$ cat config.mk
export PLATFORM = sky130hd
export DESIGN_NAME = melodia_secuenciador
export DESIGN_NICKNAME = d
export VERILOG_FILES = /design/src/rtl/melodia_secuenciador_pkg.sv /design/src/rtl/melodia_secuenciador_rom.sv /design/src/rtl/melodia_secuenciador.sv
export SDC_FILE = /design/constraint.sdc
export NUM_CORES = 1
export LEC_CHECK = 0
export CAP_MARGIN = 20
export CORE_MARGIN = 1
export CORE_UTILIZATION = 52
export CTS_BUF_LIST = sky130_fd_sc_hd__clkbuf_4
export DETAILED_ROUTE_END_ITERATION = 12
export GPL_TIMING_DRIVEN = 1
export PLACE_DENSITY = 0.73
export SLEW_MARGIN = 25
export SYNTH_ARGS = -nofsm -noshare
export SYNTH_HDL_FRONTEND = slang
export SYNTH_SLANG_ARGS = --single-unit
$ cat constraint.sdc
create_clock -name clk -period 3.1 [get_ports clk]
set_input_delay 0.775 -clock clk [delete_from_list [all_inputs] [get_ports clk]]
set_output_delay 0.775 -clock clk [all_outputs]
set_load 0.05 [all_outputs]
$ cat src/rtl/melodia_secuenciador_pkg.sv
// Shared definitions for the melody sequencer: note codes, ROM entry layout,
// FSM state encoding and the note-code to key one-hot decode.
package melodia_secuenciador_pkg;

    localparam int NOTE_W   = 3;
    localparam int DUR_W    = 5;
    localparam int ENTRY_W  = NOTE_W + DUR_W;
    localparam int NOTE_LSB = DUR_W;
    localparam int DUR_LSB  = 0;
    localparam int TECLAS_W = 7;

    localparam logic [NOTE_W-1:0] NOTA_REST = 3'd0;
    localparam logic [NOTE_W-1:0] NOTA_DO   = 3'd1;
    localparam logic [NOTE_W-1:0] NOTA_RE   = 3'd2;
    localparam logic [NOTE_W-1:0] NOTA_MI   = 3'd3;
    localparam logic [NOTE_W-1:0] NOTA_FA   = 3'd4;
    localparam logic [NOTE_W-1:0] NOTA_SOL  = 3'd5;
    localparam logic [NOTE_W-1:0] NOTA_LA   = 3'd6;
    localparam logic [NOTE_W-1:0] NOTA_SI   = 3'd7;

    typedef enum logic [2:0] {
        ST_IDLE = 3'd0,
        ST_LOAD = 3'd1,
        ST_PLAY = 3'd2,
        ST_GAP  = 3'd3,
        ST_DONE = 3'd4
    } state_t;

    // Code 0 is a rest (no key); codes 1..7 drive key bit (code-1).
    function automatic logic [TECLAS_W-1:0] decode_nota(input logic [NOTE_W-1:0] code);
        logic [TECLAS_W-1:0] onehot;
        onehot = '0;
        for (int i = 1; i <= TECLAS_W; i++) begin
            if (code == NOTE_W'(i)) onehot[i-1] = 1'b1;
        end
        return onehot;
    endfunction

endpackage

$ cat src/rtl/melodia_secuenciador_rom.sv
// Song storage: combinational case ROM of {note[7:5], duration[4:0]} entries,
// zero-filled past the end-of-song marker.
module melodia_rom
    import melodia_secuenciador_pkg::*;
#(
    parameter int ADDR_W = 5
) (
    input  logic [ADDR_W-1:0]  i_addr,
    output logic [ENTRY_W-1:0] o_entry
);

    function automatic logic [ENTRY_W-1:0] entrada(input logic [NOTE_W-1:0] nota,
                                                   input int unsigned dur);
        return {nota, DUR_W'(dur)};
    endfunction

    always_comb begin
        o_entry = '0;
        case (i_addr)
            ADDR_W'(0): o_entry = entrada(NOTA_DO,   2);
            ADDR_W'(1): o_entry = entrada(NOTA_RE,   2);
            ADDR_W'(2): o_entry = entrada(NOTA_MI,   2);
            ADDR_W'(3): o_entry = entrada(NOTA_FA,   2);
            ADDR_W'(4): o_entry = entrada(NOTA_SOL,  4);
            ADDR_W'(5): o_entry = entrada(NOTA_REST, 2);
            ADDR_W'(6): o_entry = entrada(NOTA_SOL,  4);
            default:    o_entry = '0;
        endcase
    end

endmodule

$ cat src/rtl/melodia_secuenciador.sv
// Automatic melody player driving the note selector's key bus; passes manual keys
// through while idle. Define MELODIA_LOOP_EN to replay the song endlessly.
module melodia_secuenciador
    import melodia_secuenciador_pkg::*;
#(
    parameter int TICK_DIV  = 3125000,
    parameter int GAP_TICKS = 1,
    parameter int SONG_LEN  = 32,
    parameter int ADDR_W    = 5
) (
    input  logic                clk,
    input  logic                reset,
    input  logic                start,
    input  logic                stop,
    input  logic [TECLAS_W-1:0] teclas_manual,
    output logic [TECLAS_W-1:0] teclas,
    output logic                busy,
    output logic [ADDR_W-1:0]   note_idx,
    output logic                done
);

    localparam int                PRE_W     = (TICK_DIV > 1) ? $clog2(TICK_DIV) : 1;
    localparam logic [PRE_W-1:0]  PRE_LAST  = PRE_W'(TICK_DIV - 1);
    localparam logic [ADDR_W-1:0] ADDR_LAST = ADDR_W'(SONG_LEN - 1);
    localparam logic [DUR_W-1:0]  GAP_UNITS = DUR_W'(GAP_TICKS);

    state_t               r_state, w_state_next;
    logic [PRE_W-1:0]     r_pre, w_pre_next;
    logic [DUR_W-1:0]     r_dcnt, w_dcnt_next;
    logic [ADDR_W-1:0]    r_idx, w_idx_next;
    logic [TECLAS_W-1:0]  r_teclas, w_teclas_next;
    logic                 r_busy, r_done;

    logic [ENTRY_W-1:0]   w_entry;
    logic [NOTE_W-1:0]    w_nota;
    logic [DUR_W-1:0]     w_dur;
    logic                 w_tick, w_advance, w_end;

    melodia_rom #(.ADDR_W(ADDR_W)) u_rom (
        .i_addr  (r_idx),
        .o_entry (w_entry)
    );

    assign w_nota = w_entry[NOTE_LSB +: NOTE_W];
    assign w_dur  = w_entry[DUR_LSB  +: DUR_W];
    assign w_tick = (r_pre == PRE_LAST);

    always_comb begin
        w_state_next  = r_state;
        w_pre_next    = r_pre;
        w_dcnt_next   = r_dcnt;
        w_idx_next    = r_idx;
        w_teclas_next = r_teclas;
        w_advance     = 1'b0;
        w_end         = 1'b0;

        case (r_state)
            ST_IDLE: begin
                w_teclas_next = teclas_manual;
                if (start && !stop) begin
                    w_state_next  = ST_LOAD;
                    w_idx_next    = '0;
                    w_teclas_next = '0;
                end
            end
            ST_LOAD: begin
                w_pre_next = '0;
                if (w_dur == '0) begin
                    w_end = 1'b1;
                end else begin
                    w_teclas_next = decode_nota(w_nota);
                    w_dcnt_next   = w_dur;
                    w_state_next  = ST_PLAY;
                end
            end
            ST_PLAY: begin
                w_pre_next = w_tick ? '0 : r_pre + 1'b1;
                if (w_tick) begin
                    if (r_dcnt == DUR_W'(1)) begin
                        w_teclas_next = '0;
                        if (GAP_TICKS > 0) begin
                            w_dcnt_next  = GAP_UNITS;
                            w_state_next = ST_GAP;
                        end else begin
                            w_advance = 1'b1;
                        end
                    end else begin
                        w_dcnt_next = r_dcnt - 1'b1;
                    end
                end
            end
            ST_GAP: begin
                w_pre_next = w_tick ? '0 : r_pre + 1'b1;
                if (w_tick) begin
                    if (r_dcnt == DUR_W'(1)) w_advance = 1'b1;
                    else                     w_dcnt_next = r_dcnt - 1'b1;
                end
            end
            ST_DONE: begin
                w_teclas_next = '0;
                w_state_next  = ST_IDLE;
            end
            default: begin
                w_teclas_next = '0;
                w_state_next  = ST_IDLE;
            end
        endcase

        // Running past the last ROM address counts as the end of the song.
        if (w_advance) begin
            if (r_idx == ADDR_LAST) begin
                w_end = 1'b1;
            end else begin
                w_idx_next   = r_idx + 1'b1;
                w_state_next = ST_LOAD;
            end
        end

        if (w_end) begin
            w_teclas_next = '0;
`ifdef MELODIA_LOOP_EN
            // An end marker at entry 0 would spin forever with no sound, so stop there.
            if (r_state == ST_LOAD && r_idx == '0) begin
                w_state_next = ST_DONE;
            end else begin
                w_idx_next   = '0;
                w_state_next = ST_LOAD;
            end
`else
            w_state_next = ST_DONE;
`endif
        end

        if (stop && r_state != ST_IDLE) begin
            w_teclas_next = '0;
            w_state_next  = ST_IDLE;
        end
    end

    always_ff @(posedge clk or negedge reset) begin
        if (!reset) begin
            r_state  <= ST_IDLE;
            r_pre    <= '0;
            r_dcnt   <= '0;
            r_idx    <= '0;
            r_teclas <= '0;
            r_busy   <= 1'b0;
            r_done   <= 1'b0;
        end else begin
            r_state  <= w_state_next;
            r_pre    <= w_pre_next;
            r_dcnt   <= w_dcnt_next;
            r_idx    <= w_idx_next;
            r_teclas <= w_teclas_next;
            r_busy   <= (w_state_next != ST_IDLE);
            r_done   <= (w_state_next == ST_DONE);
        end
    end

    assign teclas   = r_teclas;
    assign busy     = r_busy;
    assign note_idx = r_idx;
    assign done     = r_done;

endmodule
* After elaboration in Yosys (flattened, before gate mapping)
Cells that the tools add are included.
** Storage, ports and cells
- Register bits :: 44
- Input port bits :: 11
- Logic and storage cells :: 95
** Operators by class
- Add/sub/neg operators :: 3
- Equality and inequality tests :: 28
- Multiplexer cells :: 43
- Reduce and logical (&&, ||, !) cells :: 14
** Operator list (number)
- case mux 8 bit (6 select lines) :: 1
- 2-to-1 mux 5 bit :: 9
- case mux 22 bit (2 select lines) :: 1
- 2-to-1 mux 7 bit :: 6
- case mux 7 bit (4 select lines) :: 1
- 2-to-1 mux 3 bit :: 8
- adder 22 x 1 -> 22 bit (second input constant) :: 1
- equality test 22 bit (second input constant) :: 1
- 2-to-1 mux 22 bit :: 1
- equality test 3 bit (second input constant) :: 5
- equality test 5 x 3 -> 1 bit (second input constant) :: 3
- case mux 5 bit (3 select lines) :: 1
- 2-to-1 mux 1 bit :: 14
- equality test 3 x 2 -> 1 bit (second input constant) :: 4
- != test 4 bit (second input constant) :: 3
- case mux 3 bit (4 select lines) :: 1
- equality test 5 x 1 -> 1 bit (second input constant) :: 2
- equality test 5 x 2 -> 1 bit (second input constant) :: 2
- logical NOT 5 bit :: 2
- nonzero test 3 bit :: 3
- != test 2 bit (second input constant) :: 4
- equality test 3 x 1 -> 1 bit (second input constant) :: 2
- adder 5 x 1 -> 5 bit (second input constant) :: 1
- equality test 5 bit (second input constant) :: 1
- other kinds (9) :: 11

* Longest topological paths before layout
Gate-level depths: netlist of the first run.
- Word-level depth :: 11
- Mapped depth :: 8
- Mapped depth without buffers :: 8

* Hierarchy
Synthesis of the first run repeated with hierarchy kept, for this count alone.
** Second synthesis, totals
- Cells, all modules :: 307
- Area total of the unflattened synthesis :: 2723.9 µm²
** By module, submodules not included
- melodia_secuenciador :: times used 1, cells each 294, area an instance 2620.0 µm², sequential area each 1101.1 µm²
- melodia_rom :: times used 1, cells each 13, area an instance 103.8 µm², sequential area each 0.0 µm²

* Least setup slack after synthesis of the first run
No wires, ideal clock.
- Kind :: reg2reg
- Start point :: register r_idx[0], in the netlist note_idx[0]
- End point :: register r_dcnt[1]
- Setup time :: 125 ps
- Arrival time :: 2370 ps
- Required time :: 2975 ps
- Setup slack :: 605 ps
- Stages on the path, launching flop included :: 7
- Buffers on the path :: 0
- Path through :: dfrtp_1 ha_1 or4b_2 o211ai_1 nand2_1 a21oi_2 mux2_2
** On the way
- Cells in the longest elaborated chain, start to end :: 6
- Elaborated cells between the ends (all ways) :: 14
- Those cells by class :: 7 x eq/ne; 3 x mux; 4 x reduce/logical
** RTL lines
- from (decl) :: RTL line melodia_secuenciador.sv:30 : logic [ADDR_W-1:0] r_idx, w_idx_next;
- from (signal assigned) :: RTL line melodia_secuenciador.sv:153 : r_idx <= w_idx_next;
- equality test 5 x 3 -> 1 bit :: RTL line melodia_secuenciador_rom.sv:19 : case (i_addr)
- OR reduction 2 bit (no source line)
- case mux 8 bit (6 select lines) (*) :: RTL line melodia_secuenciador_rom.sv:19
- logical NOT 5 bit :: RTL line melodia_secuenciador.sv:68 : if (w_dur == '0) begin
- != test 2 bit (no source line)
- AND reduction 5 bit (no source line)
- to (signal assigned) :: RTL line melodia_secuenciador.sv:152 : r_dcnt <= w_dcnt_next;
- to (decl) :: RTL line melodia_secuenciador.sv:29 : logic [DUR_W-1:0] r_dcnt, w_dcnt_next;
Every way passes the cells marked *; elsewhere a longest branch is shown, timed or not. The select of a mux whose other input is x is not followed.
A chain may end at the register's enable or synchronous reset.

* Final worst setup path of the first run
- Start point :: register r_pre[3]
- End point :: register r_dcnt[1]
** On the way
- Cells in the longest elaborated chain, start to end :: 3
- Elaborated cells between the ends (all ways) :: 4
- Those cells by class :: 3 x eq/ne; 1 x reduce/logical
** RTL lines
- from (decl) :: RTL line melodia_secuenciador.sv:28 : logic [PRE_W-1:0] r_pre, w_pre_next;
- from (signal assigned) :: RTL line melodia_secuenciador.sv:151 : r_pre <= w_pre_next;
- equality test 22 bit (*) :: RTL line melodia_secuenciador.sv:46 : assign w_tick = (r_pre == PRE_LAST);
- != test 2 bit (no source line)
- AND reduction 5 bit (no source line) (*)
Every way passes the cells marked *; elsewhere a longest branch is shown, timed or not.

==> results.ini, run 1 <==
[synth]
synth-seq-cells=44
synth.most_common_cell=dfrtp_1
synthArstFlopShare_pct=100
netlist_instances=307
seq_area_frac_synth_pct=40.9
syn_area_per_cell_um2=8.76
synthTopCellsByCount=44 x dfrtp_1, 30 x nand2_1, 29 x nor2_1
synth_area_leader_cell=dfrtp_1
synth_nets=326
synth_top_area_share_pct=40.9
yosysWarnings=0
synth_cell_types=56
syn-cell-area_um2=2690
synth_area_leaders=dfrtp_1 41%, nand2_1 4.2%, nor2_1 4.0%
synth_ff_type=dfrtp_1
synth_edf_count=0

[place]
placed_area_um2=2980
gp_congestion=0.870
port-buffer-count=24
dpl.hpwl_mm=4.59
post-place-ws_ns=0.612

[detailed_routing]
drc=0
wl_per_cell_um=15.9
met1Wirelength_mm=3.19
drt-pass1-iter-count=4
vias_per_cell=6.15
drtIter0Drc=223
wl_mm=6.30
ant_nets=0
routed.top_layer=met4
vias=2434
wl_met2_mm=2.75
wl_met3_um=292

[die]
core_um2=4850
ios=25
dieArea_um2=5460
die_x_um=73.9
fp-row-count=25
fp.dieH_um=73.9
start_util_pct=55.5

[timing]
post-route-period-util_pct=84.3
clock_skew_ns=0.00684
final.min_clock_period_ns=2.61
tns_ns=0
hold_viol_final=0
slew_violations=0
relSlewSlack_pct=51.5
hold_ws_ns=0.370
setup_violations=0
worstMarginPinSlew_ns=0.723
fin_ws_ns=0.487
grt_setup_unrepaired=no
max_freq_mhz=383

[global_routing]
grt_max_degree=29
grt_pass1_wl_mm=10.3
grt.total_usage_pct=25.2
grt_overflow=0
grt_pass1_vias=2140
antenna_found_initial=0

[cts]
clkLatencyLatePin_ns=0.36
numCtsBuffers=5
root_buffer=clkbuf_4
clock_sinks=44
cts_tree=done
cts.repair.resized=0
clockBufferDepth=2
hold_buffers=0
cts_setup_buffers=0
htreeDepth=2
cts.clk_slew.worst_paths_ns=0.14

[pwr]
ir_worst_vdd_mv=0.391
p_leak_nw=1.29
powerDensity_nw_per_um2=470

[setup_path]
crit_path_end_kind=flop
cp.required_ns=3.36
reg2reg_depth=5
worstPathMaxFanout=8
rrSetupSlack_ns=0.49
start_kind=flop
criticalPathCategory=reg -> reg
crit_arrival_ns=2.87

[min_path]
holdCritPathClass=in -> async

[cells_and_area]
final_cell_area_um2=3070
diodes=0
final_util_pct=63.3
area_growth_pct=14.1
nets=347
layout-drive-gt1-share_pct=8.21

[flow_run]
max_cap_viol_count=0

[outcome]
status=complete, no violations

## metal layers
metal	track usage [%]	vias up
li1	-	1181
met1	38.5	1184
met2	35.8	63
met3	3.29	6
met4	9.83	0
met5	0	-
## report_power, final
group	switching (W)	internal [W]
clock network	0.000197	0.000173
logic	0.000255	0.000140
registers	0.0000516	0.000625
## cells in the final DEF, fill, tap and decap left out, drive strengths merged, types with 6 or more instances in the layout
cell           netlist  final
dfrtp               44     44
nand2               30     30
nor2                29     29
clkdlybuf4s50        0     23
a21oi               20     20
o21ai               19     19
inv                 15     15
nand3               13     13
nor3                10     10
a31oi                9      9
ha                   8      8
nor4                 8      8
a21o                 7      7
nand2b               6      6
o211ai               6      6
nand4                6      6
## stage by stage
stage / std cells / power, W
2_1_floorplan: 307 / 0.000949
3_3_place_gp: 388 / 0.00107
3_5_place_dp: 388 / 0.00108
4_1_cts: 396 / 0.00145
5_1_grt: 396 / 0.00152
6_report: 396 / 0.00144
## final timing paths
path                                        from                     to
hold / removal                             reset   r_pre[5]$_DFFE_PN0P_
setup reg to reg            r_pre[3]$_DFFE_PN0P_  r_dcnt[1]$_DFFE_PN0P_
min in group clk           r_pre[11]$_DFFE_PN0P_  r_pre[11]$_DFFE_PN0P_
hold reg to reg            r_pre[11]$_DFFE_PN0P_  r_pre[11]$_DFFE_PN0P_
setup / recovery            r_pre[3]$_DFFE_PN0P_  r_dcnt[1]$_DFFE_PN0P_
max in group asynchronous                  reset         busy$_DFF_PN0_
## registers in the layout, indices dropped and copies added (netlist names)
signal	cells
r_pre	22
teclas	7
note_idx	5
r_dcnt	5
r_state	3
busy	1
done	1
## worst max-delay path, cell delays in order (launching register included)
cell,delay (ns)
dfrtp_1,0.49
or4b_1,0.58
nor4_4,0.54
o211ai_1,0.21
a21oi_2,0.31
mux2_2,0.37
## cell type report
| cell class | instances | area (um^2) |
|---|---|---|
| clock buffers | 5 | 37.5 |
| repair buffers | 26 | 250 |
| well taps | 67 | 83.8 |
| inverters | 15 | 56.3 |
| fillers | 407 | 1780 |
| multi-input cells | 236 | 1490 |
| clock inverters | 3 | 47.5 |
| flip-flops and latches | 44 | 1100 |
## cells by family after synthesis
group | count (synthesis) | share of synthesized area (%)
AO/OA/AOI/OAI | 92 | 23.4
XOR/XNOR | 3 | 0.977
adder cells (fa/ha/maj) | 8 | 3.72
buffers and inverters | 27 | 3.86
flip-flops | 44 | 40.9
multiplexers | 2 | 0.791
AND/OR/NAND/NOR | 131 | 26.3
Power figures use the tool's default switching activity.
==> run 2, diff against run 1 <==
--- a/config.mk
+++ b/config.mk
@@ -11,7 +11,7 @@
 export CTS_BUF_LIST = sky130_fd_sc_hd__clkbuf_4
 export DETAILED_ROUTE_END_ITERATION = 12
 export GPL_TIMING_DRIVEN = 1
-export PLACE_DENSITY = 0.73
+export PLACE_DENSITY = 0.76
 export SLEW_MARGIN = 25
 export SYNTH_ARGS = -nofsm -noshare
 export SYNTH_HDL_FRONTEND = slang
==> constraint.sdc (replaced) <==
create_clock -name clk -period 2.3 [get_ports clk]
set_input_delay 0.575 -clock clk [delete_from_list [all_inputs] [get_ports clk]]
set_output_delay 0.575 -clock clk [all_outputs]
set_load 0.05 [all_outputs]
==> run 2 against run 1 <==
Compared with the run above: total power rose by 38%; setup slack got worse by 0.46 ns; hold slack got worse by 0.23 ns; combinational power rose by 49%; sequential share of layout area fell by 2.3 points; final area rose by 7.1%; sequential power rose by 33%; non-clock buffer count rose by 24; die area did not move; cell count rose by 6.1%; clock power rose by 34%; critical path type is now reg -> out; critical endpoint is now note_idx[3]; largest cell class unchanged; highest routed layer unchanged.
==> results.ini, run 2 (synthesis gave the netlist of run 1 again) <==
[outcome]
status=complete, no violations

[place]
port-buffer-count=24  ; unchanged
dpl.hpwl_mm=4.76  ; +3.6%
gp_congestion=0.901  ; +3.6%
post-place-ws_ns=0.0702  ; -0.542 ns

[timing]
relSlewSlack_pct=62.1  ; +11 points
clock_skew_ns=0.00648  ; -0.000353 ns
setup_violations=0  ; unchanged
hold_ws_ns=0.136  ; -0.233 ns
final.min_clock_period_ns=2.28
max_freq_mhz=439
tns_ns=0  ; unchanged
worstMarginPinSlew_ns=0.567  ; -0.156 ns
slew_violations=0  ; unchanged
hold_viol_final=0  ; unchanged
grt_setup_unrepaired=yes
post-route-period-util_pct=99.0
fin_ws_ns=0.0223  ; -0.465 ns

[detailed_routing]
ant_nets=0  ; unchanged
vias_per_cell=6.02  ; -2.0%
drc=0  ; unchanged
wl_mm=6.65  ; +5.7%
drt-pass1-iter-count=5  ; +1
drtIter0Drc=199  ; -11%
wl_per_cell_um=15.8  ; -0.38%
vias=2529  ; +3.9%

[die]
fp-row-count=25  ; unchanged
dieArea_um2=5460  ; unchanged
core_um2=4850  ; unchanged
start_util_pct=55.5  ; unchanged
ios=25  ; unchanged
fp.dieH_um=73.9  ; unchanged
die_x_um=73.9  ; unchanged

[cts]
clockBufferDepth=2  ; unchanged
numCtsBuffers=5  ; unchanged
root_buffer=clkbuf_4
cts_tree=done
htreeDepth=2  ; unchanged
clock_sinks=44  ; unchanged
clkLatencyLatePin_ns=0.37  ; about the same
cts.clk_slew.worst_paths_ns=0.13  ; about the same

[min_path]
holdCritPathClass=in -> async

[setup_path]
crit_path_end_kind=primary output
crit_arrival_ns=1.70  ; -1.17 ns
cp.required_ns=1.73  ; -1.63 ns
slowest_delay_ns=0.85  ; +0.27 ns
r2r_end=r_dcnt[1]$_DFFE_PN0P_
r2r-start=r_pre[7]$_DFFE_PN0P_
start_kind=flop
crit_family=buffers and inverters
path_buf_inv=1  ; +1
rrSetupSlack_ns=0.05  ; -0.44 ns
slowest_stage=clkdlybuf4s50_1
criticalPathCategory=reg -> out
crit_path_cell_trace=clkdlybuf4s50_1
reg2reg_depth=6  ; +1
worstPathMaxFanout=7  ; -1

[pwr]
powerDensity_nw_per_um2=603  ; +28%
ir_worst_vdd_mv=0.324  ; -17%
p_leak_nw=1.40  ; +9.3%

[cells_and_area]
area_growth_pct=22.2
nets=371  ; +6.9%
final_common_cell=dfrtp_1
n_fill_cell=394  ; -3.2%
largest_reg_flops=22  ; unchanged
layout-drive-gt1-share_pct=16.1  ; +7.9 points
final_cell_mix=42 x dfrtp_1, 30 x nand2_1, 28 x nor2_1
diodes=0  ; unchanged
regMostFlops=r_pre

[flow_run]
max_cap_viol_count=0  ; unchanged

[global_routing]
grt_pass1_wl_mm=11.4  ; +11%
grt.total_usage_pct=27.3  ; +2.1 points
grt_overflow=0  ; unchanged
antenna_found_initial=0  ; unchanged
grt_pass1_vias=2428  ; +13%
grt_max_degree=26  ; -10%

[run 2: cell types whose count changed in the layout (fill, tap and decap cells not counted), moves of 2 or more]
cell      before  now
dfrtp_2        0    2
dfrtp_1       44   42
clkinv_4       2    0
buf_4          2   25
[run 2: worst max path at each step]
stage,from,end,slack (ns),cells after the start
after floorplan,r_pre[20]$_DFFE_PN0P_,r_dcnt[1]$_DFFE_PN0P_,0.01,5
after global placement,r_pre[7]$_DFFE_PN0P_,busy$_DFF_PN0_,0.11,6
after detailed placement,r_pre[7]$_DFFE_PN0P_,busy$_DFF_PN0_,0.07,6
after CTS,note_idx[3]$_DFF_PN0_,note_idx[3],0.01,1
after global routing,r_pre[7]$_DFFE_PN0P_,r_dcnt[1]$_DFFE_PN0P_,-0.05,6
final,note_idx[3]$_DFF_PN0_,note_idx[3],0.02,1
[run 2: cell type report]
cell class                 instances  area, um^2  area share [%]
multi-input combinational        236        1520            46.2
sequential                        44        1100            33.6
timing repair buffer              50         444            13.5
tap                               67        83.8            2.55
inverter                          15        56.3            1.71
clock inverter                     3        42.5            1.29
clock buffer                       5        37.5            1.14
[run 2: power by group]
group          internal, W  switching (W)  total, W
Clock             0.000227       0.000267  0.000494
Combinational     0.000220       0.000367  0.000587
Sequential        0.000843      0.0000595  0.000902
[run 2: metal layers]
metal  vias up  GRT usage (%)  wire length [um]
li1       1228              -                 -
met1      1206           39.9              3230
met2        82           40.5              2960
met3        13           4.53               334
met4         0           9.83               125
met5         -              0                 0
[run 2: through the flow]
| stage | util, % | instance area [um^2] | power (W) | instances |
|---|---|---|---|---|
| 3_3_place_gp | 65.2 | 3160 | 0.00148 | 409 |
| 5_1_grt | 67.8 | 3290 | 0.00209 | 420 |
| 2_1_floorplan | - | 2710 | 0.00128 | 307 |
| 3_5_place_dp | 65.2 | 3160 | 0.00149 | 409 |
| 6_report | 67.8 | 3290 | 0.00198 | 420 |
| 4_1_cts | 66.9 | 3240 | 0.00200 | 417 |
[run 2: repair_timing]
item,4_1_cts,5_1_grt
resized for setup,0,4
hold buffers,0,0
endpoints found under the setup margin,0,23
buffers inserted,0,3
hold endpoints to repair,0,0
